===== src/rtl/pipeline_controller.sv =====
// Hazard/stall controller for a 5-stage pipeline: stage enables, bubble
// injection, sticky halt and saturating stall/flush performance counters.
module pipeline_controller #(
  parameter int CNT_W = 16
) (
  input  logic             CLK,
  input  logic             nRST,
  input  logic             ihit,
  input  logic             dhit,
  input  logic             dmem_req,
  input  logic             ex_memread,
  input  logic [4:0]       ex_wsel,
  input  logic [4:0]       id_rs,
  input  logic [4:0]       id_rt,
  input  logic             id_uses_rt,
  input  logic             branch_taken,
  input  logic             mem_halt,
  output logic             pc_en,
  output logic             ifid_en,
  output logic             idex_en,
  output logic             exmem_en,
  output logic             memwb_en,
  output logic             ifid_flush,
  output logic             idex_flush,
  output logic             halt,
  output logic [CNT_W-1:0] stall_cnt,
  output logic [CNT_W-1:0] flush_cnt
);

  typedef enum logic [1:0] {RUN, REFETCH, HALTED} state_e;

  state_e           state_q, state_d;
  logic             halt_q, halt_d;
  logic [CNT_W-1:0] stall_cnt_q, flush_cnt_q;
  logic             stall_inc, flush_inc;
  logic             dwait, lu;

  assign dwait = dmem_req & ~dhit;
  assign lu    = ex_memread & (ex_wsel != 5'd0) &
                 ((ex_wsel == id_rs) | (id_uses_rt & (ex_wsel == id_rt)));

  always_comb begin
    pc_en      = 1'b1;
    ifid_en    = 1'b1;
    idex_en    = 1'b1;
    exmem_en   = 1'b1;
    memwb_en   = 1'b1;
    ifid_flush = 1'b0;
    idex_flush = 1'b0;
    state_d    = state_q;
    halt_d     = halt_q;
    flush_inc  = 1'b0;
    stall_inc  = 1'b0;

    if (!nRST || state_q == HALTED) begin
      // Reset forces everything quiet immediately; HALTED freezes the pipe.
      pc_en    = 1'b0;
      ifid_en  = 1'b0;
      idex_en  = 1'b0;
      exmem_en = 1'b0;
      memwb_en = 1'b0;
    end else if (dwait) begin
      pc_en    = 1'b0;
      ifid_en  = 1'b0;
      idex_en  = 1'b0;
      exmem_en = 1'b0;
      memwb_en = 1'b0;
    end else if (mem_halt) begin
      // Let the halt retire through MEM/WB, freeze everything upstream.
      pc_en    = 1'b0;
      ifid_en  = 1'b0;
      idex_en  = 1'b0;
      exmem_en = 1'b0;
      state_d  = HALTED;
      halt_d   = 1'b1;
    end else if (state_q == REFETCH) begin
      // The in-flight fetch targets the wrong path; drop it when it lands.
      pc_en      = 1'b0;
      ifid_flush = 1'b1;
      if (ihit) state_d = RUN;
    end else if (branch_taken) begin
      ifid_flush = 1'b1;
      idex_flush = 1'b1;
      flush_inc  = 1'b1;
      state_d    = ihit ? RUN : REFETCH;
    end else if (lu) begin
      pc_en      = 1'b0;
      ifid_en    = 1'b0;
      idex_flush = 1'b1;
    end else if (!ihit) begin
      pc_en      = 1'b0;
      ifid_flush = 1'b1;
    end

    stall_inc = nRST && (state_q != HALTED) && !pc_en;
  end

  always_ff @(posedge CLK or negedge nRST) begin
    if (!nRST) begin
      state_q     <= RUN;
      halt_q      <= 1'b0;
      stall_cnt_q <= '0;
      flush_cnt_q <= '0;
    end else begin
      state_q <= state_d;
      halt_q  <= halt_d;
      if (stall_inc && stall_cnt_q != '1) stall_cnt_q <= stall_cnt_q + 1'b1;
      if (flush_inc && flush_cnt_q != '1) flush_cnt_q <= flush_cnt_q + 1'b1;
    end
  end

  assign halt      = halt_q;
  assign stall_cnt = stall_cnt_q;
  assign flush_cnt = flush_cnt_q;

endmodule


===== config.mk =====
export PLATFORM = sky130hd
export DESIGN_NAME = pipeline_controller
export DESIGN_NICKNAME = d
export VERILOG_FILES = /design/src/rtl/pipeline_controller.sv
export SDC_FILE = /design/constraint.sdc
export NUM_CORES = 1
export LEC_CHECK = 0
export CAP_MARGIN = 20
export CORE_MARGIN = 1
export CORE_UTILIZATION = 50
export CTS_BUF_LIST = sky130_fd_sc_hd__clkbuf_8
export CTS_CLUSTER_SIZE = 12
export DETAILED_ROUTE_END_ITERATION = 7
export PLACE_DENSITY = 0.86
export SYNTH_ARGS = -nofsm -noshare
export SYNTH_HDL_FRONTEND = slang
export SYNTH_SLANG_ARGS = --single-unit

===== constraint.sdc =====
create_clock -name CLK -period 3.99 [get_ports CLK]
set_input_delay 0.9975 -clock CLK [delete_from_list [all_inputs] [get_ports CLK]]
set_output_delay 0.9975 -clock CLK [all_outputs]
set_load 0.05 [all_outputs]

After elaboration in Yosys (flattened, before gate mapping):

Index checks and enable logic that the tools add are counted.
Widths: inputs -> output; s select.

* bits in writable memories: 0
* memories: 0
* latch bits: 0
* output and inout port bits: 40
* ROM bits: 0
* register bits: 35

* bitwise gates (word level): 8
* order comparisons: 0
* shifts and indexed selects: 0
* equal/unequal tests: 8
* div/mod/pow operators: 0
* multipliers: 0
* $add $sub $neg: 2
* multiplexer cells: 41
* reductions and logical operators: 11

Operators with widths (count)
* $mux 1: 37
* $add 16x1->16 const B: 2
* $ne 16x16->1 const B: 2
* $eq 5x5->1: 2
* $mux 2: 4
* $reduce_bool 5->1: 1
* $and 1x1->1: 4
* $logic_and 1x1->1: 4
* $reduce_and 4->1: 1
* $ne 3x3->1 const B: 1
* $not 1->1: 3
* $reduce_and 3->1: 1
* $reduce_bool 3->1: 1
* $eq 2x1->1 const B: 1
* $eq 2x2->1 const B: 1
* $logic_not 1->1: 2
* $ne 2x2->1 const B: 1
* $logic_or 1x1->1: 1
* $or 1x1->1: 1

Logic depth before layout (Yosys ltp):

Gate-level depths: netlist (run 1).

* depth after elaboration: 13
* gate-level depth with buffers: 8

Worst setup path after synthesis (run 1):

No wires, ideal clock.

* path kind: input-to-output
* start point: in dmem_req
* end point: out ifid_en
* stages on the path: 3
* arrival time: 3.575 ns
* buffers on the path: 0
* required time: 2.993 ns
* setup slack: -0.583 ns
* cell sequence: nor2b_4 -> nor3_1 -> a21boi_0

* word-level cells in the longest chain between the ends: 3

Ends and longest elaborated chain
* start, declared: RTL line 10 `input logic dmem_req,`
* $and 1x1->1: RTL line 38 `assign dwait = dmem_req & ~dhit;`
* $mux 1: RTL line 62 `end else if (dwait) begin`
* $mux 1: RTL line 55 `if (!nRST || state_q == HALTED) begin`
* end, declared: RTL line 19 `output logic ifid_en,`

Every way passes these cells.

Worst setup path in the final report (run 1):

* start point: in ex_wsel[2]
* end point: out ifid_flush

* word-level cells in the longest chain between the ends: 10
* elaborated cells on any way between the ends: 13
* classes of those cells: 2 x eq/ne; 6 x mux; 4 x bitwise; 1 x reduce/logical

Ends and longest elaborated chain
* start, declared: RTL line 12 `input logic [4:0] ex_wsel,`
* $eq 5x5->1: RTL line 40 `((ex_wsel == id_rs) | (id_uses_rt & (ex_wsel == id_rt)));`
* $and 1x1->1: RTL line 40
* $or 1x1->1: RTL line 40
* $and 1x1->1 (*): RTL line 39 `assign lu = ex_memread & (ex_wsel != 5'd0) &`
* $mux 1 (*): RTL line 86 `end else if (lu) begin`
* $mux 1 (*): RTL line 81 `end else if (branch_taken) begin`
* $mux 1 (*): RTL line 76 `end else if (state_q == REFETCH) begin`
* $mux 1 (*): RTL line 68 `end else if (mem_halt) begin`
* $mux 1 (*): RTL line 62
* $mux 1 (*): RTL line 55
* end, declared: RTL line 23 `output logic ifid_flush,`

Mark *: on every way between the ends. The rest lies on a longest branch, timed or not.

==> flow_summary.toml, run 1 <==
[logic_synthesis]
ys.flop_type = "dfrtp_1"
synth.distinct_cells = 40
yosysTopAreaCellShare = 0.455
synth_area_leaders = "dfrtp_1 46%, xnor2_1 9.1%, xor2_1 9.1%"
yosysTopAreaCell = "dfrtp_1"
avgSynthCellArea_sq_um = 10.6
yosysWarnings = 0
syn_area_sq_um = 1920
synthCells = 182
synth_edf_count = 0
synth-seq-cells = 35
synthArstFlopShare = 1.00
yosysSeqAreaShare = 0.455
syn_nets = 208

[placement]
gp_congestion = 0.820
port_buffers = 63
pre_cts_ws_ps = 98.6
dp_hpwl_um = 3230

[clock_network]
cts_tree = "built"
clockBufferDepth = 2
cts.root.buffer_cell = "clkbuf_8"
cts.sinks = 35
cts_htree_levels = 2
holdBufCountCts = 0
post_cts_buffers = 0
clkTransAtPathRegs_ps = 70
cts_resized = 0
numCtsBuffers = 5
insertion_delay_ps = 280

[die]
row_count = 22
io_pins = 64
die_w_um = 64.0
chipHeight_um = 64.0
start_util = 0.522
core_area_sq_um = 3690
die-area_sq_um = 4100

[power]
clkPwrFrac = 0.183
p_comb_frac = 0.451
p_leak_nw = 1.21
cellPowerDensity_nw_per_um2 = 481
p_sw_mw = 0.553
p_int_mw = 0.769
vdd_drop_max_uv = 504
sw_frac_of_total = 0.418
seqPwrFrac = 0.366

[critical_path]
cp.arrival_ps = 2880
required_ps = 2990
cp_max_fo = 4
crit_type = "primary input to output port"
critPathCaptureType = "output port"
startpoint_type = "primary input"

[global_routing]
track_usage = 0.231
grt_pass1_wl_um = 7310
grt_start_max_net_pins = 38
antenna_found_initial = 0
grt_overflow = 0
grt_pass1_vias = 1584

[layout]
diodes = 0
nets = 277
fin_util = 0.745
drive_gt1_frac = 0.127
area_growth_pct = 42.8

[timing]
clock_skew_ps = 3.39
max_slew.worst_pin.slew_ps = 871
max-slew-margin-rel = 0.417
timing.final.crit_period_ps = 3880
final_max_slew_viol_count = 0
rsz0062_at_grt = "no"
fin_worst_hold_slack_ps = 467
hold_violations = 0
fmax_mhz = 258
setup_viol = 0
setup_ws_ps = 111
finalSetupTns_ps = 0
period_share = 0.972

[detailed_routing]
drcViolationCount = 0
first_iter_violations = 39
vias = 1597
routed_wl_um = 4180
ant_nets = 0
drtPass1Iterations = 4
viasPerCell = 5.32
wl_per_cell_um = 13.9

[outcome]
status = "complete, no violations"

[flow_run]
drv_cap = 0

[min_path]
hp-class = "register to register"
==> worst max-delay path, cell delays in order <==
cell             delay (ps)
clkdlybuf4s50_1         460
or4_1                   530
o21a_1                  220
and2_1                  200
o21ai_0                 130
and2_1                  190
buf_12                  150
==> cell usage after synthesis (2+ instances only) <==
cell type and count:
or3_1 2, nor3b_1 2, xor2_1 20, and2_1 4, nor2_1 7, nand3_1 11, and3_2 3, xnor2_1 20
nand2_1 15, buf_4 2, dfrtp_1 35, nor2b_1 2, nor4b_1 2, o21a_1 4, ha_1 2, and3_1 7
o21ai_0 5, nand4_1 7, nor3_1 10, nor4_1 2
==> flip-flops by register name (all words and copies together) (netlist names) <==
register   flops
flush_cnt     16
halt           1
stall_cnt     16
state_q        2
==> metrics by stage <==
stage / std cells / total power [mW] / cell area, sq um
2_1_floorplan: 182 / 0.867 / 1930
3_3_place_gp: 292 / 1.07 / 2660
3_5_place_dp: 292 / 1.09 / 2660
4_1_cts: 300 / 1.33 / 2750
5_1_grt: 300 / 1.39 / 2750
6_report: 300 / 1.32 / 2750
==> cells in the final DEF (no fill, tap or decap), types with 6 or more instances in the layout <==
cell | netlist | layout
buf_12 | 0 | 6
and3_1 | 7 | 7
nor2_1 | 7 | 7
dfrtp_1 | 35 | 35
nand3_1 | 11 | 11
xnor2_1 | 20 | 20
clkdlybuf4s50_1 | 0 | 55
nand2_1 | 15 | 15
nand4_1 | 7 | 7
xor2_1 | 20 | 20
nor3_1 | 10 | 9
==> cells by family (layout without fill, tap and decap cells) <==
group / count (synthesis) / after routing / synth area share
muxes: 2 / 2 / 0.0137
AOI/OAI and AO/OA: 17 / 17 / 0.0715
adders and majority gates: 3 / 3 / 0.0189
xor gates and xnor gates: 40 / 40 / 0.182
DFF: 35 / 35 / 0.455
and+or+nand+nor: 80 / 80 / 0.241
buffers and inverters: 5 / 75 / 0.0182
==> area by class of cell <==
| type | instances | area, sq um |
|---|---|---|
| multi-input combinational | 142 | 1020 |
| fill | 287 | 941 |
| sequential | 35 | 876 |
| timing repair buffer | 66 | 706 |
| clock buffer | 5 | 68.8 |
| tap | 48 | 60.1 |
| clock inverter | 3 | 15.0 |
| inverter | 1 | 3.75 |
==> power groups by stage <==
| stage | sequential, mW | combinational (mW) | clock (mW) |
|---|---|---|---|
| finish | 0.484 | 0.596 | 0.242 |
| global route | 0.493 | 0.635 | 0.266 |
| CTS | 0.484 | 0.601 | 0.248 |
| detailed placement | 0.489 | 0.598 | 0 |
| global placement | 0.486 | 0.585 | 0 |
| floorplan | 0.642 | 0.225 | 0 |
==> per-layer routing <==
metal | part of all wire | track usage | vias up | wire (um)
met5 | 0 | 0 | - | 0
met2 | 0.50 | 0.392 | 39 | 2100
met1 | 0.44 | 0.287 | 768 | 1830
li1 | - | - | 784 | -
met4 | 0.011 | 0.0852 | 0 | 45
met3 | 0.049 | 0.0482 | 6 | 203
==> path summary, 6_finish.rpt <==
check,from,end,slack [ps],cells after the start
setup / recovery,ex_wsel[2],ifid_flush,110,7
hold / removal,halt,halt,470,1
setup reg to reg,stall_cnt[3],stall_cnt[1],1780,6
hold reg to reg,halt,halt,470,1
max in group asynchronous,nRST,stall_cnt[4],2900,2
min in group asynchronous,nRST,stall_cnt[9],770,2
No activity file was read; power rests on OpenSTA's default activity.
==> run 2, diff against run 1 <==
--- a/config.mk
+++ b/config.mk
@@ -11,6 +11,7 @@
 export CTS_BUF_LIST = sky130_fd_sc_hd__clkbuf_8
 export CTS_CLUSTER_SIZE = 12
 export DETAILED_ROUTE_END_ITERATION = 7
+export GPL_TIMING_DRIVEN = 0
 export PLACE_DENSITY = 0.86
 export SYNTH_ARGS = -nofsm -noshare
 export SYNTH_HDL_FRONTEND = slang
==> flow_summary.toml, run 2 (synthesis results as in run 1) <==
[outcome]
status = "complete, no violations"

[layout]
n_fill_cell = 290
diodes = 0
area_growth_pct = 39.3
mostFrequentLayoutCell = "clkdlybuf4s50_1"
drive_gt1_frac = 0.108
nets = 277
final_cell_mix = "57 x clkdlybuf4s50_1, 35 x dfrtp_1, 20 x xnor2_1, 20 x xor2_1, 15 x nand2_1"

[critical_path]
critical_path.max_stage_delay_ps = 530
path_buf_inv = 2
r2r_start = "state_q[0]"
worstPathCellList = "clkdlybuf4s50_1 -> or4_1 -> o21a_1 -> and2_1 -> a21boi_1 -> clkdlybuf4s15_2"
crit_type = "primary input to output port"
rr_worst_depth = 6
critPathCaptureType = "output port"
slowest_stage = "or4_1"
required_ps = 2990
r2r_slack_ps = 2030
startpoint_type = "primary input"
rr_endpoint = "flush_cnt[9]"
cpLargestDelayFamily = "buffers and inverters"
cp.arrival_ps = 2920
cp_max_fo = 4

[power]
vdd_drop_max_uv = 444
p_leak_nw = 1.18
cellPowerDensity_nw_per_um2 = 477
finalPower_mw = 1.28

[detailed_routing]
routed_wl_um = 3900
drtPass1Iterations = 4
ant_nets = 0
viasPerCell = 5.23
vias = 1559
first_iter_violations = 36
wl_per_cell_um = 13.1
drcViolationCount = 0

[die]
die-area_sq_um = 4100
die_w_um = 64.0
io_pins = 64
row_count = 22
core_area_sq_um = 3690
start_util = 0.522
chipHeight_um = 64.0

[global_routing]
grt.busiest_layer = "met2"
grt_pass1_wl_um = 6690
met1_usage = 0.266
grt_overflow = 0
grt_start_max_net_pins = 39
antenna_found_initial = 0
track_usage = 0.214
grtUsageMet2 = 0.350
grtUsageMet3 = 0.0643
grt_pass1_vias = 1515

[clock_network]
cts_htree_levels = 2
holdBufCountCts = 0
cts.root.buffer_cell = "clkbuf_8"
cts.sinks = 35
cts_resized = 17
clkTransAtPathRegs_ps = 60
cts_tree = "built"
clockBufferDepth = 2
post_cts_buffers = 0
numCtsBuffers = 5
insertion_delay_ps = 280

[placement]
port_buffers = 62
pre_cts_ws_ps = -480
dp_hpwl_um = 2900
gp_congestion = 0.802

[timing]
period_share = 0.981
setup_ws_ps = 74.3
fmax_mhz = 255
clock_skew_ps = 2.04
setup_viol = 0
hold_violations = 0
fin_worst_hold_slack_ps = 456
timing.final.crit_period_ps = 3920
max_slew.worst_pin.slew_ps = 517
max-slew-margin-rel = 0.654
rsz0062_at_grt = "no"
final_max_slew_viol_count = 0

[min_path]
hp-class = "register to register"
whs_endpoint = "halt"
hold_start = "halt"
hold_depth = 1

[flow_run]
drv_cap = 0
==> run 2: cell types whose count changed in the layout (fill, tap and decap cells not counted), sizes merged <==
| cell | change |
|---|---|
| buf | -5 |
| clkinv | -3 |
| clkdlybuf4s15 | +2 |
| clkdlybuf4s50 | +2 |
| clkbuf | +1 |
| inv | +1 |
==> run 2: worst reg2reg max path, delay by kind of cell, from the launching register on <==
kind            cells  cell delay (ps)
simple gates        3              690
flops               1              450
compound gates      1              330
xor+xnor            2              370
==> run 2: layer usage <==
| layer | wire, um | part of all wire |
|---|---|---|
| met5 | 0 | 0 |
| met4 | 61 | 0.016 |
| met3 | 257 | 0.066 |
| met2 | 1810 | 0.46 |
| met1 | 1770 | 0.45 |
==> run 2: final cells by class <==
cell class | instances | area, sq um | share of cell area
plain buffers | 4 | 31.3 | 0.0117
clock buffers | 5 | 68.8 | 0.0257
clock inverters | 1 | 3.75 | 0.00140
inverters | 1 | 3.75 | 0.00140
multi-input cells | 142 | 1020 | 0.380
flip-flops and latches | 35 | 876 | 0.327
well taps | 48 | 60.1 | 0.0224
repair buffers | 62 | 619 | 0.231
==> run 2: stage by stage <==
stage / TNS [ps] / cell area, sq um / instances / utilization
after detailed placement: -2370 / 2610 / 292 / 0.706
after global routing: 0 / 2680 / 298 / 0.727
after global placement: -16860 / 2610 / 292 / 0.708
final: 0 / 2680 / 298 / 0.727
after floorplan: 0 / 1930 / 182 / -
after CTS: 0 / 2670 / 298 / 0.725
==> run 2: report_power, final <==
group	internal, mW	switching (mW)
combinational	0.220	0.353
sequential	0.414	0.0665
clock	0.113	0.112
==> run 2: worst max-delay path by stage <==
stage                     startpoint         end  slack [ps]  cells past startpoint
after floorplan             dmem_req     ifid_en         260                      3
after global placement          nRST     ifid_en       -1530                      5
after detailed placement  ex_wsel[1]  ifid_flush        -480                      7
after CTS                 ex_wsel[1]  ifid_flush          60                      7
after global routing      ex_wsel[1]  idex_flush           6                      6
final                     ex_wsel[1]     ifid_en          70                      6
==> run 3, diff against run 2 <==
--- a/config.mk
+++ b/config.mk
@@ -5,7 +5,6 @@
 export SDC_FILE = /design/constraint.sdc
 export NUM_CORES = 1
 export LEC_CHECK = 0
-export CAP_MARGIN = 20
 export CORE_MARGIN = 1
 export CORE_UTILIZATION = 50
 export CTS_BUF_LIST = sky130_fd_sc_hd__clkbuf_8
==> results of run 3 <==
Final layout, timing and power as in run 2 (identical DEF).
